[src/rtl/mant_mul_seq.sv]
// Sequential shift-add mantissa multiplier.
// Normalizes and rounds the product to nearest-even.
module mant_mul_seq #(
  parameter int size = 24
) (
  input  logic            clk,
  input  logic            rst,
  input  logic            start,
  input  logic [size-1:0] a,
  input  logic [size-1:0] b,
  output logic            busy,
  output logic            done,
  output logic [size-1:0] out,
  output logic            exp_inc
);

  localparam int w  = 2 * size;
  localparam int cw = (size > 1) ? $clog2(size) : 1;

  typedef enum logic [1:0] {
    IDLE,
    MUL,
    NORM,
    DONE
  } state_t;

  state_t state;
  state_t nxt;

  logic [size-1:0] a_r;
  logic [size-1:0] b_r;
  logic [w-1:0]    acc;
  logic [cw-1:0]   cnt;
  logic            last;
  logic [w-1:0]    addend;

  logic [size-1:0] m;
  logic            g;
  logic            s;
  logic            e;
  logic            inc;
  logic [size:0]   sum;
  logic [size-1:0] rm;
  logic            re;

  assign last   = (cnt == cw'(size - 1));
  assign addend = {{size{1'b0}}, a_r} << cnt;

  always_ff @(posedge clk) begin
    if (rst) state <= IDLE;
    else     state <= nxt;
  end

  always_comb begin
    nxt = state;
    unique case (state)
      IDLE:    if (start) nxt = MUL;
      DONE:    if (start) nxt = MUL;
      MUL:     if (last)  nxt = NORM;
      NORM:    nxt = DONE;
      default: nxt = IDLE;
    endcase
  end

  always_comb begin
    busy = (state == MUL) || (state == NORM);
  end

  // Product is either [1,2) or [2,4) in fixed point; pick the window.
  always_comb begin
    if (acc[w-1]) begin
      m = acc[w-1:size];
      g = acc[size-1];
      s = |acc[size-2:0];
      e = 1'b1;
    end else begin
      m = acc[w-2:size-1];
      g = acc[size-2];
      s = |acc[size-3:0];
      e = 1'b0;
    end
    inc = g & (s | m[0]);
    sum = {1'b0, m} + {{size{1'b0}}, inc};
    if (sum[size]) begin
      rm = {1'b1, {(size-1){1'b0}}};
      re = 1'b1;
    end else begin
      rm = sum[size-1:0];
      re = e;
    end
  end

  always_ff @(posedge clk) begin
    if (rst) begin
      a_r     <= '0;
      b_r     <= '0;
      acc     <= '0;
      cnt     <= '0;
      out     <= '0;
      exp_inc <= 1'b0;
      done    <= 1'b0;
    end else begin
      unique case (state)
        IDLE, DONE: begin
          if (start) begin
            a_r     <= a;
            b_r     <= b;
            acc     <= '0;
            cnt     <= '0;
            out     <= '0;
            exp_inc <= 1'b0;
            done    <= 1'b0;
          end
        end
        MUL: begin
          if (b_r[cnt]) acc <= acc + addend;
          if (!last)    cnt <= cnt + 1'b1;
        end
        NORM: begin
          out     <= rm;
          exp_inc <= re;
          done    <= 1'b1;
        end
        default: ;
      endcase
    end
  end

endmodule

[config.mk]
export PLATFORM = sky130hd
export DESIGN_NAME = mant_mul_seq
export DESIGN_NICKNAME = d
export VERILOG_FILES = /design/src/rtl/mant_mul_seq.sv
export SDC_FILE = /design/constraint.sdc
export NUM_CORES = 1
export LEC_CHECK = 0
export ABC_AREA = 1
export CORE_MARGIN = 3
export CORE_UTILIZATION = 55
export CTS_BUF_LIST = sky130_fd_sc_hd__clkbuf_4 sky130_fd_sc_hd__clkbuf_8
export CTS_CLUSTER_DIAMETER = 80
export DETAILED_ROUTE_END_ITERATION = 6
export PLACE_DENSITY_LB_ADDON = 0.25
export SLEW_MARGIN = 20
export SYNTH_ARGS = -nofsm -noshare
export SYNTH_HDL_FRONTEND = slang
export SYNTH_SLANG_ARGS = --single-unit
export TNS_END_PERCENT = 50
[constraint.sdc]
create_clock -name clk -period 4.15 [get_ports clk]
set_clock_uncertainty 0.05 [all_clocks]
set_input_delay 0.83 -clock clk [delete_from_list [all_inputs] [get_ports clk]]
set_output_delay 0.83 -clock clk [all_outputs]
set_load 0.01 [all_outputs]
==> results of run 1 <==
==> Yosys cell counts, types with 5 or more instances <==
master,count
sky130_fd_sc_hd__clkbuf_1,43
sky130_fd_sc_hd__nor2_1,183
sky130_fd_sc_hd__o21a_1,7
sky130_fd_sc_hd__o21ai_0,83
sky130_fd_sc_hd__inv_2,5
sky130_fd_sc_hd__o21bai_1,7
sky130_fd_sc_hd__o22ai_1,6
sky130_fd_sc_hd__dfxtp_1,129
sky130_fd_sc_hd__nand3_2,8
sky130_fd_sc_hd__buf_1,8
sky130_fd_sc_hd__mux2i_1,17
sky130_fd_sc_hd__nand2_2,6
sky130_fd_sc_hd__buf_2,7
sky130_fd_sc_hd__o21ai_2,8
sky130_fd_sc_hd__nand2_1,695
sky130_fd_sc_hd__buf_6,9
sky130_fd_sc_hd__a21oi_1,143
sky130_fd_sc_hd__inv_1,241
sky130_fd_sc_hd__nor4_1,6
sky130_fd_sc_hd__nor3_1,21
sky130_fd_sc_hd__xor2_1,34
sky130_fd_sc_hd__ha_1,53
sky130_fd_sc_hd__nand4_1,18
sky130_fd_sc_hd__a21oi_2,8
sky130_fd_sc_hd__a211oi_1,19
sky130_fd_sc_hd__a31oi_1,6
sky130_fd_sc_hd__nand3_1,123
sky130_fd_sc_hd__nand3b_1,17
sky130_fd_sc_hd__o21ai_1,10
sky130_fd_sc_hd__buf_4,6
==> timing repair <==
item                                    CTS  global route
setup buffers                             0             0
endpoints found under the setup margin    0             2
resized for setup                         0             2
==> flip-flops by register name, summed over array words and instances (netlist names) <==
register	cells
b_r	24
cnt	5
state	2
a_r	24
acc	48
out	24
exp_inc	1
done	1
==> power by group through the flow <==
stage               clock (mW)  sequential [mW]  combinational (mW)
finish                    1.11             1.53                2.82
global route              1.16             1.55                3.14
CTS                       1.11             1.53                2.76
detailed placement           0             1.56                2.75
global placement             0             1.55                2.72
floorplan                    0             1.53                2.09
==> metal layers <==
layer / wire length [µm] / share of wire / vias to the layer above / global-route usage
met5: 0 / 0 / - / 0
met4: 1850 / 0.052 / 0 / 0.156
met3: 3400 / 0.095 / 123 / 0.0708
met2: 15500 / 0.43 / 572 / 0.504
met1: 15100 / 0.42 / 5537 / 0.418
li1: - / - / 6324 / -
==> critical path: cells and delay by family (launching register included) <==
kind	cells	cell delay [ps]
adder cells (fa/ha/maj)	1	390
XOR/XNOR	1	210
AO/OA/AOI/OAI	5	1000
flip-flops	1	340
buffers and inverters	3	400
AND/OR/NAND/NOR	10	1410
==> how the worst max path moves through the flow <==
stage	start	endpoint	slack [ps]
floorplan	cnt[0]	acc[46]	1080
global placement	cnt[1]	acc[28]	410
detailed placement	cnt[0]	acc[37]	470
CTS	cnt[0]	acc[37]	450
global route	cnt[0]	acc[46]	8
finish	cnt[0]	acc[29]	270
==> per-stage QoR <==
step           power, mW  instances  utilization  worst slack [ps]  hold WS, ps
2_1_floorplan       3.61       1953            -              1080          389
4_1_cts             5.40       2273        0.633               445          420
3_5_place_dp        4.30       2241        0.614               471          406
6_report            5.46       2273        0.634               267          419
3_3_place_gp        4.27       2241        0.614               408          401
5_1_grt             5.85       2273        0.634              8.20          434
==> cell type report <==
class	count	area (µm²)
Tap cell	265	332
Fill cell	1960	7270
Inverter	249	941
Clock inverter	14	135
Timing Repair Buffer	97	931
Sequential cell	129	2580
Multi-Input combinational cell	1501	7400
Clock buffer	18	248
==> cell families after synthesis <==
family / count (synthesis)
AND/OR/NAND/NOR: 1092
adder cells (fa/ha/maj): 54
AO/OA/AOI/OAI: 301
flip-flops: 129
XOR/XNOR: 37
multiplexers: 17
buffers and inverters: 323
==> metrics.csv, run 1 <==
stage,metric,value,unit
outcome,status,"finished, final reports clean",
setup_path,path type of the worst setup path,register to register,
finish,diodes inserted,0,
setup_path,stage delay of the slowest cell on the critical path,390,ps
yosys,XOR/XNOR share of the synthesized area,0.0287,
clock_network,Hold Buf Count CTS,0,
setup_path,capturing point of the worst reg2reg path,acc[29],
routing,via count,12556,
timing,fin crit period,3880,ps
placement,area post-placement,12200,µm²
yosys,Syn Inst Count,1953,
worst_hold_path,launch instance of the worst min-delay path,exp_inc,
yosys,"FFs w/ async S/R, synth",0,
yosys,register bit count reported by yosys,129,
placement,placer congestion estimate,1.11,
routing,post-route antenna net violation count,0,
global_route,total congestion overflow after global routing,0,
finish,number of nets in the finished design,2100,
placement,number of buffers added on ports,77,
worst_hold_path,Min-Delay Endpoint,exp_inc,
yosys,most used flip-flop cell after synthesis,sky130_fd_sc_hd__dfxtp_1,
worst_hold_path,hold crit path type,register to register,
global_route,Global Route Usage Sum,0.321,
timing,maximum achievable frequency,0.258,GHz
floorplan,Top Ports,78,
setup_path,Worst setup EP type,register,
yosys,post-synthesis adder-cell area fraction,0.0604,
power,Comb power frac,0.517,
routing,detailed-route wire length per cell,15.8,µm
yosys,most area-consuming cells after synthesis,"sky130_fd_sc_hd__nand2_1 (23%), sky130_fd_sc_hd__dfxtp_1 (23%), sky130_fd_sc_hd__inv_1 (8.0%), sky130_fd_sc_hd__a21oi_1 (6.3%), sky130_fd_sc_hd__nor2_1 (6.1%)",
yosys,synthesized area per cell,5.79,µm²
finish,share of post-route cells with drive strength above 1,0.0508,
setup_path,endpoint required time on the critical path,4500,ps
timing,number of max-slew violations in the final report,0,
yosys,"synthesized-area fraction occupied by ao, oa, aoi and oai cells",0.148,
clock_network,Sink Count,129,
yosys,proportion of synthesized area in mux cells,0.0150,
routing,DRC,0,
setup_path,element type at the critical path start,register,
power,static leakage,5.88,nW
setup_path,signal arrival time at the worst endpoint,4240,ps
routing,1st-pass router iterations,7,
power,cell-internal power,2.74,mW
floorplan,core footprint,19800,µm²
clock_network,TritonCTS clock tree,built,
setup_path,largest fanout on the critical path,31,
power,proportion of power drawn by flip-flops and latches,0.281,
setup_path,crit-path cells,"buf_4, or2_2, o21ai_0, nand2_1, a31oi_1, nand2_1, o21ai_0, o21ai_0, ha_1, nand2_1, nor2_1, inv_1, nor2_1, nand2_1, inv_1, nand2_1, nand2_1, xor2_1, nand2_1, a21oi_1",
power,cell area power density,434,nW/µm²
placement,final HPWL from detailed placement,28200,µm
yosys,dominant combinational cell family by area after synthesis,simple AND/OR/NAND/NOR gates,
timing,Slew @ Worst Pin,839,ps
routing,via density per instance,5.52,
power,share of total power in the clock network,0.202,
yosys,Post-Synth Simple-Gate Area,0.402,
setup_path,R2R cell count,20,
clock_network,clock edge transition at the registers on the reported setup and hold paths,90,ps
timing,final setup vio count,0,
yosys,Synth Cell Area,11300,µm²
yosys,fraction of post-synthesis cell area in the top cell type by area,0.231,
floorplan,floorplan die width,149,µm
timing,total negative setup slack,0,ps
floorplan,DIE HEIGHT,149,µm
timing,count of final hold-check violations,0,
yosys,sequential element share of the synthesized area,0.228,
clock_network,clock buffer count from CTS,17,
finish,final non-filler cell area,12600,µm²
finish,"commonest cells after routing, fill and taps aside","sky130_fd_sc_hd__nand2_1 (694), sky130_fd_sc_hd__inv_1 (241), sky130_fd_sc_hd__nor2_1 (183)",
finish,synthesis-to-finish area growth,11.2,%
power,switching share of power,0.498,
setup_path,crit-path most repeated cell,sky130_fd_sc_hd__nand2_1,
setup_path,Worst R2R Setup Slack,270,ps
global_route,maximum number of pins on one net before global-route repair,77,
yosys,count of unique library cells instantiated by Yosys,47,
timing,worst relative slew slack,0.440,
global_route,number of global-route vias before repair,11462,
floorplan,initial standard-cell utilization of the core,0.570,
power,Psw,2.72,mW
floorplan,area enclosed by the die boundary,22300,µm²
yosys,Synthesized Nets,2058,
finish,most common library cell in the layout ignoring fill and taps,sky130_fd_sc_hd__nand2_1,
routing,Iteration-0 DRC Markers,1332,
setup_path,startpoint of the worst register-to-register path,cnt[0],
yosys,synthesis warning total,0,
global_route,antenna violations before repair,0,
timing,"Period Utilization, post-route",0.936,
floorplan,Placement Rows,51,
yosys,cell type with the highest aggregate area in the netlist,sky130_fd_sc_hd__nand2_1,
clock_network,clock latency on the worst-skew pair,490,ps
clock_network,number of H-tree levels,4,
routing,overall routed net length,35900,µm
yosys,"EDFF count, synth",0,
setup_path,Critical Path Slowest Stage Cell,sky130_fd_sc_hd__ha_1,
power,largest vdd supply drop,0.261,mV
global_route,wire length of the first global-routing pass,57200,µm
timing,setup repair after global routing missed its margin,false,
run,max-cap violations,0,
worst_hold_path,worst hold stages,2,
clock_network,clock root buffer master,sky130_fd_sc_hd__clkbuf_8,
clock_network,Max clock buf depth,2,
Note: power is estimated with default switching activity, not from simulation.
==> inputs of run 2 (changes only) <==
Settings changed: RECOVER_POWER set to 25.
==> metrics.csv, run 2 (same netlist as run 1, synthesis figures left out) <==
stage,metric,value,unit
placement,number of buffers added on ports,77,
setup_path,path type of the worst setup path,register to register,
finish,final standard cell count with taps included and fillers excluded,2273,
finish,number of flip-flops under the largest register name,48,
setup_path,element type at the critical path start,register,
global_route,antenna violations before repair,0,
routing,via count,12574,
setup_path,endpoint required time on the critical path,4520,ps
routing,post-route antenna net violation count,0,
setup_path,stage delay of the slowest cell on the critical path,390,ps
timing,worst relative slew slack,-0.0303,
global_route,maximum number of pins on one net before global-route repair,77,
routing,DRC,0,
clock_network,clock root buffer master,sky130_fd_sc_hd__clkbuf_8,
setup_path,largest fanout on the critical path,31,
clock_network,clock edge transition at the registers on the reported setup and hold paths,90,ps
timing,number of max-slew violations in the final report,38,
setup_path,signal arrival time at the worst endpoint,4240,ps
setup_path,WP buf/inv,2,
timing,total negative setup slack,0,ps
timing,"Period Utilization, post-route",0.934,
clock_network,Hold Buf Count CTS,0,
global_route,number of global-route vias before repair,11462,
run,max-cap violations,1,
routing,detailed-route wire length per cell,15.8,µm
floorplan,floorplan die width,149,µm
finish,number of nets in the finished design,2100,
timing,final setup vio count,0,
finish,share of post-route cells with drive strength above 1,0.0493,
placement,placer congestion estimate,1.11,
timing,maximum achievable frequency,0.258,GHz
finish,"commonest cells after routing, fill and taps aside","sky130_fd_sc_hd__nand2_1 (695), sky130_fd_sc_hd__inv_1 (241), sky130_fd_sc_hd__nor2_1 (183)",
clock_network,TritonCTS clock tree,built,
floorplan,initial standard-cell utilization of the core,0.570,
power,largest vdd supply drop,0.262,mV
clock_network,clock buffer count from CTS,17,
outcome,failing checks,"capacitance limit, slew limit",
timing,Slew @ Worst Pin,1550,ps
timing,count of final hold-check violations,0,
global_route,total congestion overflow after global routing,0,
timing,setup ws final,273,ps
timing,fin crit period,3880,ps
floorplan,area enclosed by the die boundary,22300,µm²
floorplan,Placement Rows,51,
global_route,wire length of the first global-routing pass,57200,µm
clock_network,Max clock buf depth,2,
clock_network,clock latency on the worst-skew pair,480,ps
setup_path,Worst setup EP type,register,
power,cell area power density,435,nW/µm²
worst_hold_path,hold crit path type,register to register,
timing,setup repair after global routing missed its margin,false,
power,total chip power,5.46,mW
floorplan,DIE HEIGHT,149,µm
clock_network,number of gates resized after CTS,0,
clock_network,number of setup buffers added after CTS,0,
setup_path,Critical Path Slowest Stage Cell,sky130_fd_sc_hd__ha_1,
finish,Finished Core Util,0.633,
setup_path,crit-path most repeated cell,sky130_fd_sc_hd__nand2_1,
setup_path,crit-path cells,"buf_4, or2_2, o21ai_0, nand2_1, a31oi_1, nand2_1, o21ai_0, o21ai_0, ha_1, nand2_1, nor2_1, inv_1, nor2_1, nand2_1, nand3b_1, nand2_1, nand3b_1, nand3_1, a21oi_1",
finish,synthesis-to-finish area growth,11.1,%
routing,overall routed net length,36000,µm
finish,diodes inserted,0,
finish,top register by number of flip-flops,acc,
placement,final HPWL from detailed placement,28200,µm
finish,most common library cell in the layout ignoring fill and taps,sky130_fd_sc_hd__nand2_1,
placement,post-placement setup slack,471,ps
floorplan,core footprint,19800,µm²
outcome,status,"complete, but fails checks",
routing,Iteration-0 DRC Markers,1265,
placement,"number of placed instances, taps included",2241,
power,static leakage,5.93,nW
routing,1st-pass router iterations,7,
global_route,Global Route Usage Sum,0.321,
clock_network,Sink Count,129,
routing,via density per instance,5.53,
clock_network,number of H-tree levels,4,
setup_path,gate family responsible for the most delay along the worst path,simple AND/OR/NAND/NOR gates,
floorplan,Top Ports,78,
## run 2: cell types whose count changed in the layout (fill, tap and decap cells not counted), moves of 2 or more
cell	change
sky130_fd_sc_hd__dlygate4sd3_1	+16
sky130_fd_sc_hd__clkdlybuf4s50_1	-16
sky130_fd_sc_hd__clkbuf_1	+2
sky130_fd_sc_hd__buf_4	-2
## run 2: worst paths after layout
path	depth (start not counted)	slack [ps]	start	endpoint
worst max-delay path	19	270	cnt[0]	acc[37]
worst min-delay path	2	410	out[16]	out[16]
worst min register to register	2	410	out[16]	out[16]
worst max register to register	19	270	cnt[0]	acc[37]
## run 2: cell type report
class	instances	area, µm²
Multi-Input combinational cell	1501	7400
Inverter	249	941
Clock inverter	14	135
Fill cell	1964	7280
Tap cell	265	332
Sequential cell	129	2580
Clock buffer	18	248
Timing Repair Buffer	97	923
## run 2: routing by layer
layer  track usage  wire, µm
met1         0.418     15300
met2         0.504     15500
met3        0.0708      3410
met4         0.156      1790
met5             0         0
## run 2: where the power goes
group	total, mW	switching [mW]	leakage (nW)	internal (mW)
Clock	1.10	0.646	0.184	0.458
Combinational	2.82	1.96	4.69	0.861
Sequential	1.53	0.117	1.05	1.41
Total	5.46	2.73	5.93	2.73
## run 2: per-stage QoR
| stage | hold slack [ps] | area, µm² |
|---|---|---|
| final | 415 | 12600 |
| after global routing | 431 | 12600 |
| after CTS | 420 | 12600 |
| after detailed placement | 406 | 12200 |
| after global placement | 401 | 12200 |
| after floorplan | 389 | 11300 |
## run 2: worst reg2reg max path: cells and delay by family (launching register included)
family          cells  cell delay [ps]
simple gates       11             1710
compound gates      5             1020
fa+ha+maj           1              390
flops               1              340
buf+inv             2              330
==> inputs of run 3 (changes only) <==
Settings changed: CORE_MARGIN 3 to unset, CORE_UTILIZATION 55 to 30.
Clock period 4.15 ns to 4.6 ns, I/O delays scaled along.
==> metrics.csv, run 3 (same netlist as run 1, synthesis figures left out) <==
stage,metric,value,unit
outcome,status,"finished, final reports clean",
global_route,total congestion overflow after global routing,0,
worst_hold_path,hold crit path type,register to register,
setup_path,WP buf/inv,3,
timing,Slew @ Worst Pin,986,ps
clock_network,TritonCTS clock tree,built,
power,static leakage,5.92,nW
routing,via count,12302,
floorplan,Placement Rows,70,
global_route,number of global-route vias before repair,11324,
timing,worst relative slew slack,0.341,
routing,post-route antenna net violation count,0,
placement,number of buffers added on ports,77,
clock_network,clock latency on the worst-skew pair,500,ps
finish,Finished Core Util,0.348,
run,max-cap violations,0,
floorplan,floorplan die width,196,µm
timing,"Period Utilization, post-route",0.925,
finish,"commonest cells after routing, fill and taps aside","sky130_fd_sc_hd__nand2_1 (695), sky130_fd_sc_hd__inv_1 (241), sky130_fd_sc_hd__nor2_1 (183)",
placement,"number of placed instances, taps included",2475,
setup_path,R2R cell count,17,
clock_network,number of setup buffers added after CTS,0,
timing,setup repair after global routing missed its margin,false,
clock_network,number of H-tree levels,4,
setup_path,origin of the worst setup path,cnt[1],
finish,diodes inserted,0,
clock_network,clock root buffer master,sky130_fd_sc_hd__clkbuf_8,
finish,fillcell total,4155,
timing,total negative setup slack,0,ps
finish,share of post-route cells with drive strength above 1,0.0479,
global_route,Global Route Usage Sum,0.205,
routing,1st-pass router iterations,5,
setup_path,stage delay of the slowest cell on the critical path,440,ps
finish,top register by number of flip-flops,acc,
clock_network,clock edge transition at the registers on the reported setup and hold paths,90,ps
setup_path,Worst setup EP type,register,
clock_network,clock buffer count from CTS,17,
finish,number of nets in the finished design,2095,
setup_path,path type of the worst setup path,register to register,
global_route,antenna violations before repair,0,
setup_path,signal arrival time at the worst endpoint,4640,ps
floorplan,DIE HEIGHT,196,µm
finish,synthesis-to-finish area growth,13.4,%
timing,number of max-slew violations in the final report,0,
setup_path,Critical path destination,acc[38],
placement,final HPWL from detailed placement,31100,µm
setup_path,startpoint of the worst register-to-register path,cnt[1],
placement,placer congestion estimate,0.994,
setup_path,largest fanout on the critical path,24,
routing,DRC,0,
floorplan,initial standard-cell utilization of the core,0.307,
finish,number of flip-flops under the largest register name,48,
power,cell area power density,384,nW/µm²
clock_network,Sink Count,129,
timing,final setup vio count,0,
setup_path,endpoint required time on the critical path,4980,ps
placement,post-placement setup slack,368,ps
timing,maximum achievable frequency,0.235,GHz
routing,overall routed net length,39000,µm
setup_path,crit-path cells,"clkinvlp_4, buf_4, o21ai_0, mux2i_1, o21ai_0, nor2_1, ha_1, nand2_1, nor2_1, inv_1, nor2_1, nand3b_1, nand3b_1, nand2_1, nand3b_1, nand3_1, a21oi_1",
setup_path,Critical Path Stages,17,
routing,via density per instance,4.91,
setup_path,gate family responsible for the most delay along the worst path,simple AND/OR/NAND/NOR gates,
floorplan,area enclosed by the die boundary,38500,µm²
setup_path,Critical Path Slowest Stage Cell,sky130_fd_sc_hd__o21ai_0,
floorplan,core footprint,36900,µm²
routing,Iteration-0 DRC Markers,1051,
routing,detailed-route wire length per cell,15.6,µm
timing,fin crit period,4260,ps
power,largest vdd supply drop,0.237,mV
finish,most common library cell in the layout ignoring fill and taps,sky130_fd_sc_hd__nand2_1,
finish,final standard cell count with taps included and fillers excluded,2507,
setup_path,element type at the critical path start,register,
setup_path,Worst R2R Setup Slack,340,ps
global_route,wire length of the first global-routing pass,61500,µm
clock_network,Max clock buf depth,2,
timing,count of final hold-check violations,0,
floorplan,Top Ports,78,
global_route,maximum number of pins on one net before global-route repair,72,
timing,setup ws final,343,ps
setup_path,capturing point of the worst reg2reg path,acc[38],
clock_network,Hold Buf Count CTS,0,
==> run 3: changes by cell type in the layout (fill, tap and decap cells not counted), sizes merged <==
cell and delta:
clkbuf -1, buf -3, clkinv +6, clkinvlp -2, inv -6, bufinv +1
==> run 3: cell type report <==
cell class	count	area (µm²)	area share
Clock buffer	19	255	0.0199
Tap cell	504	631	0.0492
Sequential cell	129	2580	0.201
Multi-Input combinational cell	1501	7410	0.577
Clock inverter	13	130	0.0101
Inverter	249	941	0.0734
Timing Repair Buffer	92	881	0.0687
==> run 3: worst min-delay path by stage <==
stage,startpoint,to,slack (ps),depth (start not counted)
floorplan,b_r[10],b_r[10],390,2
global placement,out[16],out[16],400,2
detailed placement,out[16],out[16],400,2
CTS,out[16],out[16],420,2
global route,b_r[16],b_r[16],440,2
finish,out[16],out[16],410,2
==> run 3: timing repair <==
action | CTS | global route
endpoints found under the hold margin | 0 | 0
setup endpoints to repair | 0 | 2
gates resized for setup | 0 | 1
==> run 3: routing by layer <==
layer / vias to the layer above / routed length (µm) / global-route usage / part of all wire
li1: 6320 / - / - / -
met1: 5593 / 18600 / 0.276 / 0.48
met2: 337 / 17300 / 0.332 / 0.44
met3: 52 / 2010 / 0.0306 / 0.052
met4: 0 / 1080 / 0.0703 / 0.028
met5: - / 0 / 0 / 0
==> run 3: where the power goes <==
part	internal [mW]	switching, mW
clock	0.456	0.532
combinational	0.759	1.81
sequential	1.28	0.0996
total	2.49	2.44
==> run 3: worst reg2reg max path: cells and delay by family (launching register included) <==
family                   cells  cell delay (ps)
AO/OA/AOI/OAI                3              850
multiplexers                 1              210
buffers and inverters        3              710
AND/OR/NAND/NOR              9             1630
flip-flops                   1              390
adder cells (fa/ha/maj)      1              400
==> run 3: stage by stage <==
stage | area (µm²) | hold WS (ps) | power, mW
2_1_floorplan | 11300 | 389 | 3.26
3_3_place_gp | 12400 | 402 | 3.92
3_5_place_dp | 12400 | 405 | 3.93
4_1_cts | 12800 | 417 | 4.94
5_1_grt | 12800 | 439 | 5.34
6_report | 12800 | 412 | 4.93
